$ cat src/rtl/exe_stage_mc.sv
// rtl/exe_stage_mc.sv - execute stage: single-cycle ALU plus multi-cycle shift-add multiplier
module exe_stage_mc #(
  parameter int ARQ    = 16,
  parameter int CTRL_W = 4
) (
  input  logic              clk,
  input  logic              rst,
  input  logic              flush,
  input  logic              in_valid,
  output logic              in_ready,
  input  logic [2:0]        op,
  input  logic [ARQ-1:0]    src1,
  input  logic [ARQ-1:0]    src2,
  input  logic [ARQ-1:0]    src3,
  input  logic [CTRL_W-1:0] ctrl_in,
  output logic              out_valid,
  input  logic              out_ready,
  output logic [ARQ-1:0]    alu_result,
  output logic [ARQ-1:0]    src1_out,
  output logic [ARQ-1:0]    src3_out,
  output logic [CTRL_W-1:0] ctrl_out,
  output logic              flag_z,
  output logic              flag_c,
  output logic              busy
);

  localparam int SHW = $clog2(ARQ);
  localparam int CW  = SHW + 1;

  localparam logic [2:0] OP_ADD = 3'b000;
  localparam logic [2:0] OP_SUB = 3'b001;
  localparam logic [2:0] OP_AND = 3'b010;
  localparam logic [2:0] OP_OR  = 3'b011;
  localparam logic [2:0] OP_XOR = 3'b100;
  localparam logic [2:0] OP_SHL = 3'b101;
  localparam logic [2:0] OP_SHR = 3'b110;
  localparam logic [2:0] OP_MUL = 3'b111;

  typedef enum logic {S_IDLE, S_MUL} state_t;

  state_t            state, state_next;
  logic [CW-1:0]     cnt;
  logic [ARQ-1:0]    mcand, mplier, acc, partial;
  logic [ARQ-1:0]    lat_src1, lat_src3;
  logic [CTRL_W-1:0] lat_ctrl;
  logic [ARQ-1:0]    alu_res;
  logic              alu_c;
  logic              accept, load_alu, start_mul, mul_done;

  assign in_ready  = !rst && (state == S_IDLE) && (!out_valid || out_ready) && !flush;
  assign accept    = in_valid && in_ready;
  assign load_alu  = accept && (op != OP_MUL);
  assign start_mul = accept && (op == OP_MUL);
  assign mul_done  = (state == S_MUL) && (cnt == CW'(1)) && !flush;
  assign busy      = (state == S_MUL);
  assign partial   = acc + (mplier[0] ? mcand : '0);

  always_comb begin
    alu_res = '0;
    alu_c   = 1'b0;
    case (op)
      OP_ADD:  {alu_c, alu_res} = {1'b0, src1} + {1'b0, src2};
      OP_SUB:  {alu_c, alu_res} = {1'b0, src1} - {1'b0, src2};
      OP_AND:  alu_res = src1 & src2;
      OP_OR:   alu_res = src1 | src2;
      OP_XOR:  alu_res = src1 ^ src2;
      OP_SHL:  alu_res = src1 << src2[SHW-1:0];
      OP_SHR:  alu_res = src1 >> src2[SHW-1:0];
      default: alu_res = '0;
    endcase
  end

  always_comb begin
    state_next = state;
    case (state)
      S_IDLE:  if (start_mul) state_next = S_MUL;
      S_MUL:   if (cnt == CW'(1)) state_next = S_IDLE;
      default: state_next = S_IDLE;
    endcase
    if (flush) state_next = S_IDLE;
  end

  always_ff @(posedge clk) begin
    if (rst) state <= S_IDLE;
    else     state <= state_next;
  end

  // Multiplier: the multiplicand shifts left and the multiplier right, one bit per cycle.
  always_ff @(posedge clk) begin
    if (rst) begin
      cnt      <= '0;
      mcand    <= '0;
      mplier   <= '0;
      acc      <= '0;
      lat_src1 <= '0;
      lat_src3 <= '0;
      lat_ctrl <= '0;
    end else if (flush) begin
      cnt <= '0;
    end else if (start_mul) begin
      cnt      <= CW'(ARQ);
      mcand    <= src1;
      mplier   <= src2;
      acc      <= '0;
      lat_src1 <= src1;
      lat_src3 <= src3;
      lat_ctrl <= ctrl_in;
    end else if (state == S_MUL) begin
      cnt    <= cnt - CW'(1);
      acc    <= partial;
      mcand  <= mcand << 1;
      mplier <= mplier >> 1;
    end
  end

  // Output register: data only changes on a load, so it stays stable under backpressure.
  always_ff @(posedge clk) begin
    if (rst) begin
      out_valid  <= 1'b0;
      alu_result <= '0;
      src1_out   <= '0;
      src3_out   <= '0;
      ctrl_out   <= '0;
      flag_z     <= 1'b0;
      flag_c     <= 1'b0;
    end else if (flush) begin
      out_valid <= 1'b0;
    end else if (load_alu) begin
      out_valid  <= 1'b1;
      alu_result <= alu_res;
      src1_out   <= src1;
      src3_out   <= src3;
      ctrl_out   <= ctrl_in;
      flag_z     <= (alu_res == '0);
      flag_c     <= alu_c;
    end else if (mul_done) begin
      out_valid  <= 1'b1;
      alu_result <= partial;
      src1_out   <= lat_src1;
      src3_out   <= lat_src3;
      ctrl_out   <= lat_ctrl;
      flag_z     <= (partial == '0);
      flag_c     <= 1'b0;
    end else if (out_valid && out_ready) begin
      out_valid <= 1'b0;
    end
  end

endmodule

$ cat config.mk
export PLATFORM = sky130hd
export DESIGN_NAME = exe_stage_mc
export DESIGN_NICKNAME = d
export VERILOG_FILES = /design/src/rtl/exe_stage_mc.sv
export SDC_FILE = /design/constraint.sdc
export NUM_CORES = 1
export LEC_CHECK = 0
export CAP_MARGIN = 20
export CORE_UTILIZATION = 25
export CTS_BUF_LIST = sky130_fd_sc_hd__clkbuf_16
export CTS_CLUSTER_DIAMETER = 80
export DETAILED_ROUTE_END_ITERATION = 7
export PLACE_DENSITY = 0.49
export SYNTH_ARGS = -nofsm -noshare
export SYNTH_HDL_FRONTEND = slang
export SYNTH_SLANG_ARGS = --single-unit
$ cat constraint.sdc
create_clock -name clk -period 8.9 [get_ports clk]
set_clock_uncertainty 0.1 [all_clocks]
set_input_delay 0.89 -clock clk [delete_from_list [all_inputs] [get_ports clk]]
set_output_delay 0.89 -clock clk [all_outputs]
set_load 0.01 [all_outputs]
==> results of run 1 <==
[per-layer routing]
| metal | GRT usage (%) | up-vias | part of all wire [%] |
|---|---|---|---|
| li1 | - | 5032 | - |
| met1 | 24.51 | 5028 | 46 |
| met2 | 30.69 | 288 | 46 |
| met3 | 4.523 | 45 | 5.6 |
| met4 | 6.309 | 0 | 2.4 |
| met5 | 0 | - | 0 |
[worst max-delay path, cell delays in order]
cell and delay, ns:
clkdlybuf4s50_1 0.45, buf_4 0.33, clkinv_1 0.62, ha_1 0.66
nor2b_1 0.28, o21a_1 0.14, nor2_1 0.05, o211a_1 0.20
a2111oi_0 0.76, nand3b_1 0.17, nor4_2 0.28, nand3_1 0.11
o21ai_1 0.13
[cells by family after synthesis]
logic type | Yosys count
AO/OA/AOI/OAI | 359
XOR/XNOR | 27
adder cells (fa/ha/maj) | 72
buffers and inverters | 159
flip-flops | 145
multiplexers | 50
AND/OR/NAND/NOR | 564
[placed cells by master, fill, tap and decap left out, types with 9 or more instances in the layout]
master           netlist  final
nand2_1              256    255
nor2_1               155    152
dfxtp_1              145    145
clkdlybuf4s50_1        0    114
a21oi_1               88     88
a311oi_1              77     77
ha_1                  69     69
inv_1                 49     49
nor3_1                31     31
o21ai_0               28     28
a22oi_1               23     23
mux2i_1               22     22
a211oi_1              21     21
xnor2_1               20     20
nand3_1               18     18
buf_4                  4     18
and2_1                17     17
nor2b_1               17     17
clkbuf_16              0     17
o22ai_1               14     14
mux2_2                13     13
nand2b_1              12     12
mux4_2                11     11
o211ai_1              11     11
a21o_1                 9      9
[power groups by stage]
stage               clock network [uW]  logic, uW  registers (uW)
floorplan                            0        226             690
global placement                     0        376             688
detailed placement                   0        374             688
CTS                                770        376             673
global route                       798        409             675
finish                             750        377             673
[worst min-delay path by stage]
stage / cells past startpoint / endpoint
2_1_floorplan: 2 / acc[0]
3_3_place_gp: 2 / lat_src3[13]
3_5_place_dp: 2 / lat_src3[14]
4_1_cts: 2 / lat_src3[14]
5_1_grt: 2 / lat_src3[0]
6_report: 2 / lat_ctrl[1]
[metrics by stage]
step | utilization [%] | power, uW | hold slack, ns | instance area, um2
finish | 30.35 | 1801 | 0.3559 | 12700
global route | 30.35 | 1881 | 0.3741 | 12700
CTS | 30.35 | 1820 | 0.3588 | 12700
detailed placement | 28.89 | 1062 | 0.3483 | 12090
global placement | 28.89 | 1065 | 0.3422 | 12090
floorplan | - | 915.9 | 0.3362 | 10590
[layout make-up]
type                    instances  area (um2)  area share (%)
flip-flops and latches        145        2903           22.85
well taps                     539       674.4           5.309
repair buffers                133        1281           10.09
clock inverters                15       186.4           1.468
multi-input cells            1072        7034           55.37
inverters                      53       198.9           1.566
clock buffers                  17       425.4           3.349
[flip-flops by register name, indices dropped and copies added (netlist names)]
name	cells
mcand	16
out_valid	1
cnt	5
lat_ctrl	4
busy	1
flag_z	1
lat_src3	16
mplier	16
flag_c	1
alu_result	16
src1_out	16
acc	16
src3_out	16
lat_src1	16
ctrl_out	4
==> results by group, run 1 <==
Yosys
  – Top FF cell, synth: dfxtp_1
  – Syn Area/Cell: 7.697 um2
  – Adder-Cell Fraction of Synth Area: 8.718%
  – Synth Cell Area: 10590 um2
  – Count leader, synth: nand2_1
  – Largest family of logic cells by synthesized area: compound AO/OA/AOI/OAI gates
  – Simple-gate share of the synthesized area: 23.91%
  – Yosys warns: 0
  – Area contributors post-synth: dfxtp_1, nand2_1, ha_1, a311oi_1, nor2_1
  – Synth async-reset ratio: 0%
  – Post-synth EDFFs: 0
  – Top cells by count, synth: nand2_1, nor2_1, dfxtp_1, a21oi_1, a311oi_1
  – Post-synth cell types: 88
  – Synth Area in XOR/XNOR: 2.233%
  – Synth area leader: dfxtp_1
  – Synth Area in Compound Gates: 24.80%
  – Mux contribution to synthesized area: 6.474%
  – Synth top area share: 27.41%
  – Syn_nets: 1508
  – Number of synthesized register bits: 145
  – Sequential element share of the synthesized area: 27.41%
  – Mapped Cells: 1376

Layout
  – N_diodes: 0
  – Area delta synth->final: 19.94%
  – Fill count: 4535
  – Total Nets Final: 1554
  – Non-filler cells, final: 1974
  – Layout cell share with drive strength beyond 1: 7.596%

Hold path
  – Class of the worst hold path: register to register
  – HP Start: lat_ctrl[1]

Power and ir drop
  – Clock Power Share: 41.7%
  – Sequential power share: 37.4%
  – Worst VDD drop: 0.1275 mV
  – Sw Pwr: 581.6 uW
  – Switching share of power: 32.30%
  – Leakage: 0.004519 uW
  – Internal Power: 1219 uW
  – PwrDens: 141.7 nW/um2
  – Gate power share: 21.0%

Clock network
  – TritonCTS clock tree: yes
  – CTS Hold Bufs: 0
  – Total CTS buffers: 17
  – CTS sink count: 145
  – Skew-Pair Late Insertion Delay: 0.46 ns
  – CTS Buffer Depth: 2
  – Resize count post-CTS: 0
  – Clock H-tree levels: 4
  – Clock-pin slew on the worst setup and hold paths: 0.07 ns
  – Setup Fix Bufs, Post-CTS: 0
  – CTS Root Cell: clkbuf_16

Die
  – IO Pins: 117
  – Die Span Y: 207.8 um
  – Die width: 207.8 um
  – Rows: 75
  – Die area: 43190 um2
  – Core Area: 41850 um2
  – Initial core utilization: 25.31%

Critical path
  – CP endpoint kind: register
  – Crit path DAT: 5.09 ns
  – WP data required: 9.18 ns
  – Kind of critical path: input pin to register
  – CP endpoint: flag_z
  – CP Launch Type: input pin
  – Reg2reg start: mplier[0]
  – R2r worst-path depth: 10
  – CP startpoint: src2[2]
  – Crit Path Max Fanout: 30
  – FF-to-FF setup slack: 5.34 ns
  – R2R Path End: flag_z

Drt
  – DRT iter0 DRCs: 638
  – # DRC: 0
  – Routed WL: 40870 um
  – Via count: 10390
  – DR pass1 iterations: 5
  – Post-route ant nets: 0
  – DR vias/cell: 5.265
  – Routed wire per std cell: 20.71 um

Timing
  – Fmax: 208.0 MHz
  – Setup ws final: 4.092 ns
  – Endpoints failing hold: 0
  – Slew Limit Fails: 0
  – Setup violations, final: 0
  – Final Critical Period: 4.808 ns
  – RSZ-0062 raised after global routing: false
  – Worst slew pin tran: 1.036 ns
  – Setup TNS: 0 ns
  – Fin crit share: 54.03%
  – Worst rel slew slack: 30.92%

Place
  – Dpl hpwl: 29590 um
  – Port bufs: 116
  – Routability Congestion: 0.9433
  – Place WS: 3.685 ns
  – Cell total after placement: 1942

Run
  – Max-Cap Viols: 0

Global route
  – Vias in the first global route: 10190
  – Total GRT Usage: 18.92%
  – First-pass GRT wire length: 62620 um
  – Initial antenna violation count: 0
  – Largest net degree at the start of global routing: 97
  – GRT overflow: 0

Status
  – Status: complete, no violations
Note: power is estimated with default switching activity, not from simulation.
==> run 2, diff against run 1 <==
--- a/config.mk
+++ b/config.mk
@@ -10,7 +10,7 @@
 export CTS_BUF_LIST = sky130_fd_sc_hd__clkbuf_16
 export CTS_CLUSTER_DIAMETER = 80
 export DETAILED_ROUTE_END_ITERATION = 7
-export PLACE_DENSITY = 0.49
+export PLACE_DENSITY = 0.5
 export SYNTH_ARGS = -nofsm -noshare
 export SYNTH_HDL_FRONTEND = slang
 export SYNTH_SLANG_ARGS = --single-unit
==> constraint.sdc (replaced) <==
create_clock -name clk -period 3.9 [get_ports clk]
set_clock_uncertainty 0.1 [all_clocks]
set_input_delay 0.39 -clock clk [delete_from_list [all_inputs] [get_ports clk]]
set_output_delay 0.39 -clock clk [all_outputs]
set_load 0.01 [all_outputs]
==> run 2 against run 1 <==
Effect of this change:
- sequential share of layout area decreased by 0.86 points
- critical path type is now register to register
- critical path depth decreased by 3
- power increased by 130%
- highest routed layer unchanged
- global-route usage decreased by 0.38 points
- wire length decreased by 2.6%
==> results by group, run 2 (same netlist as run 1, synthesis figures left out) <==
Hold path
  – HP Start: rst (was lat_ctrl[1])
  – Sink of the worst hold path: busy (was lat_ctrl[1])
  – Hold Path Depth: 4 (was 2)
  – Class of the worst hold path: input pin to register (was register to register)

Die
  – Initial core utilization: 25.31% (unchanged)
  – Die width: 207.8 um (unchanged)
  – Die area: 43190 um2 (unchanged)
  – Core Area: 41850 um2 (unchanged)
  – IO Pins: 117 (unchanged)
  – Rows: 75 (unchanged)
  – Die Span Y: 207.8 um (unchanged)

Global route
  – Met1 Usage GRT: 25.34% (was 24.51%)
  – Initial antenna violation count: 0 (unchanged)
  – Vias in the first global route: 10230 (was 10190)
  – Layer with the highest usage: met2 (unchanged)
  – First-pass GRT wire length: 61950 um (was 62620 um)
  – M3 GR Usage: 3.570% (was 4.523%)
  – Total GRT Usage: 18.53% (was 18.92%)
  – Largest net degree at the start of global routing: 93 (was 97)
  – GRT overflow: 0 (unchanged)
  – Met2 Use GR: 29.23% (was 30.69%)

Critical path
  – R2r worst-path depth: 10 (unchanged)
  – Cell mode on critical path: nor4_1
  – WP data required: 4.17 ns (was 9.18 ns)
  – Reg2reg start: mplier[0] (unchanged)
  – Crit Path Max Fanout: 17 (was 30)
  – Crit path DAT: 3.73 ns (was 5.09 ns)
  – Kind of critical path: register to register (was input pin to register)
  – Slowest stage delay, CP: 0.67 ns (was 0.76 ns)
  – FF-to-FF setup slack: 0.44 ns (was 5.34 ns)
  – R2R Path End: flag_z (unchanged)
  – Critical-path cell list: and2_1, ha_1, fa_1, or4_1, or3_1, nor4_1, nand4b_1, nor4_1, a31oi_1, o21ai_1 (was clkdlybuf4s50_1, buf_4, clkinv_1, ha_1, nor2b_1, o21a_1, nor2_1, o211a_1, a2111oi_0, nand3b_1, nor4_2, nand3_1, o21ai_1)
  – CP Launch Type: register (was input pin)
  – CP max stage cell: dfxtp_1 (was a2111oi_0)
  – CP endpoint kind: register (unchanged)

Drt
  – Routed wire per std cell: 19.55 um (was 20.71 um)
  – # DRC: 0 (unchanged)
  – Via count: 10670 (was 10390)
  – Post-route ant nets: 0 (unchanged)
  – DR pass1 iterations: 5 (unchanged)
  – Routed WL: 39810 um (was 40870 um)
  – DRT iter0 DRCs: 849 (was 638)
  – DR vias/cell: 5.241 (was 5.265)

Clock network
  – Clock H-tree levels: 4 (unchanged)
  – Clock-pin slew on the worst setup and hold paths: 0.06 ns (was 0.07 ns)
  – Total CTS buffers: 17 (unchanged)
  – Skew-Pair Late Insertion Delay: 0.44 ns (was 0.46 ns)
  – CTS sink count: 145 (unchanged)
  – Setup Fix Bufs, Post-CTS: 0 (unchanged)
  – TritonCTS clock tree: yes (unchanged)
  – CTS Buffer Depth: 2 (unchanged)
  – Resize count post-CTS: 0 (unchanged)
  – CTS Root Cell: clkbuf_16 (unchanged)
  – CTS Hold Bufs: 0 (unchanged)

Place
  – Cell total after placement: 2005 (was 1942)
  – Dpl hpwl: 29760 um (was 29590 um)
  – Port bufs: 116 (unchanged)
  – Routability Congestion: 0.9463 (was 0.9433)

Timing
  – RSZ-0062 raised after global routing: false (unchanged)
  – Final Critical Period: 3.464 ns
  – Worst slew pin tran: 0.9984 ns (was 1.036 ns)
  – Endpoints failing hold: 0 (unchanged)
  – Fin crit share: 88.82%
  – Slew Limit Fails: 0 (unchanged)
  – Worst rel slew slack: 33.44% (was 30.92%)
  – Fmax: 288.7 MHz
  – Setup violations, final: 0 (unchanged)
  – Setup TNS: 0 ns (unchanged)

Layout
  – Total Nets Final: 1617 (was 1554)
  – Most frequent cells in the layout: nand2_1, nor2_1, dfxtp_1 (unchanged)
  – Layout cell share with drive strength beyond 1: 11.42% (was 7.596%)
  – Commonest non-fill, non-tap cell in the layout: nand2_1 (unchanged)
  – Area delta synth->final: 24.64% (was 19.94%)
  – Register area: 2903 um2 (unchanged)
  – N_diodes: 0 (unchanged)
  – Non-filler cells, final: 2036 (was 1974)
  – Multi-input logic area: 7034 um2 (unchanged)
  – Fill count: 4535 (unchanged)

Status
  – Status: complete, no violations (unchanged)

Power and ir drop
  – PwrDens: 307.1 nW/um2 (was 141.7 nW/um2)
  – Worst VDD drop: 0.2322 mV (was 0.1275 mV)
  – Leakage: 0.004823 uW (was 0.004519 uW)

Run
  – Max-Cap Viols: 0 (unchanged)
[run 2: cell count changes in the layout (fill, tap and decap cells not counted), sizes merged]
| cell | delta |
|---|---|
| buf | +63 |
| bufinv | -1 |
| clkinv | +1 |
| inv | -1 |
[run 2: how the worst max path moves through the flow]
stage / startpoint / endpoint / slack, ns / cells past startpoint
global route: mplier[0] / flag_z / 0.03 / 10
global placement: src1[0] / alu_result[14] / 0.11 / 14
CTS: mplier[0] / flag_z / 0.38 / 10
floorplan: src2[1] / alu_result[13] / 0.54 / 13
detailed placement: src1[0] / alu_result[14] / 0.09 / 14
finish: mplier[0] / flag_z / 0.44 / 10
[run 2: layout make-up]
cell class,count,share of cell area [%]
clock buffer,17,3.222
sequential,145,21.99
multi-input combinational,1072,53.28
tap,539,5.109
timing repair buffer,196,13.76
inverter,53,1.507
clock inverter,14,1.128
[run 2: through the flow]
| step | instance area, um2 | power, uW | hold slack (ns) | worst slack (ns) | utilization (%) |
|---|---|---|---|---|---|
| final | 13200 | 4054 | 0.1972 | 0.4361 | 31.54 |
| after global routing | 13200 | 4257 | 0.2163 | 0.02648 | 31.54 |
| after CTS | 13200 | 4100 | 0.1787 | 0.3775 | 31.54 |
| after detailed placement | 12630 | 2480 | 0.3469 | 0.08939 | 30.17 |
| after global placement | 12630 | 2485 | 0.3419 | 0.1072 | 30.17 |
| after floorplan | 10590 | 2090 | 0.3362 | 0.5390 | - |
[run 2: critical path, delay by kind of cell, from the launching register on]
| kind | cells | cell delay [ns] |
|---|---|---|
| simple gates | 6 | 1.68 |
| fa+ha+maj | 2 | 0.70 |
| flops | 1 | 0.67 |
| compound gates | 2 | 0.24 |
[run 2: metal layers]
layer | vias up | part of all wire [%]
li1 | 5157 | -
met1 | 5113 | 47
met2 | 358 | 45
met3 | 42 | 6.3
met4 | 0 | 2.0
met5 | - | 0
[run 2: power by group]
group          leakage [uW]  switching (uW)  internal [uW]
clock network      0.000278             750            847
registers           0.00117            22.3           1510
logic               0.00337             525            396
total               0.00482            1300           2760
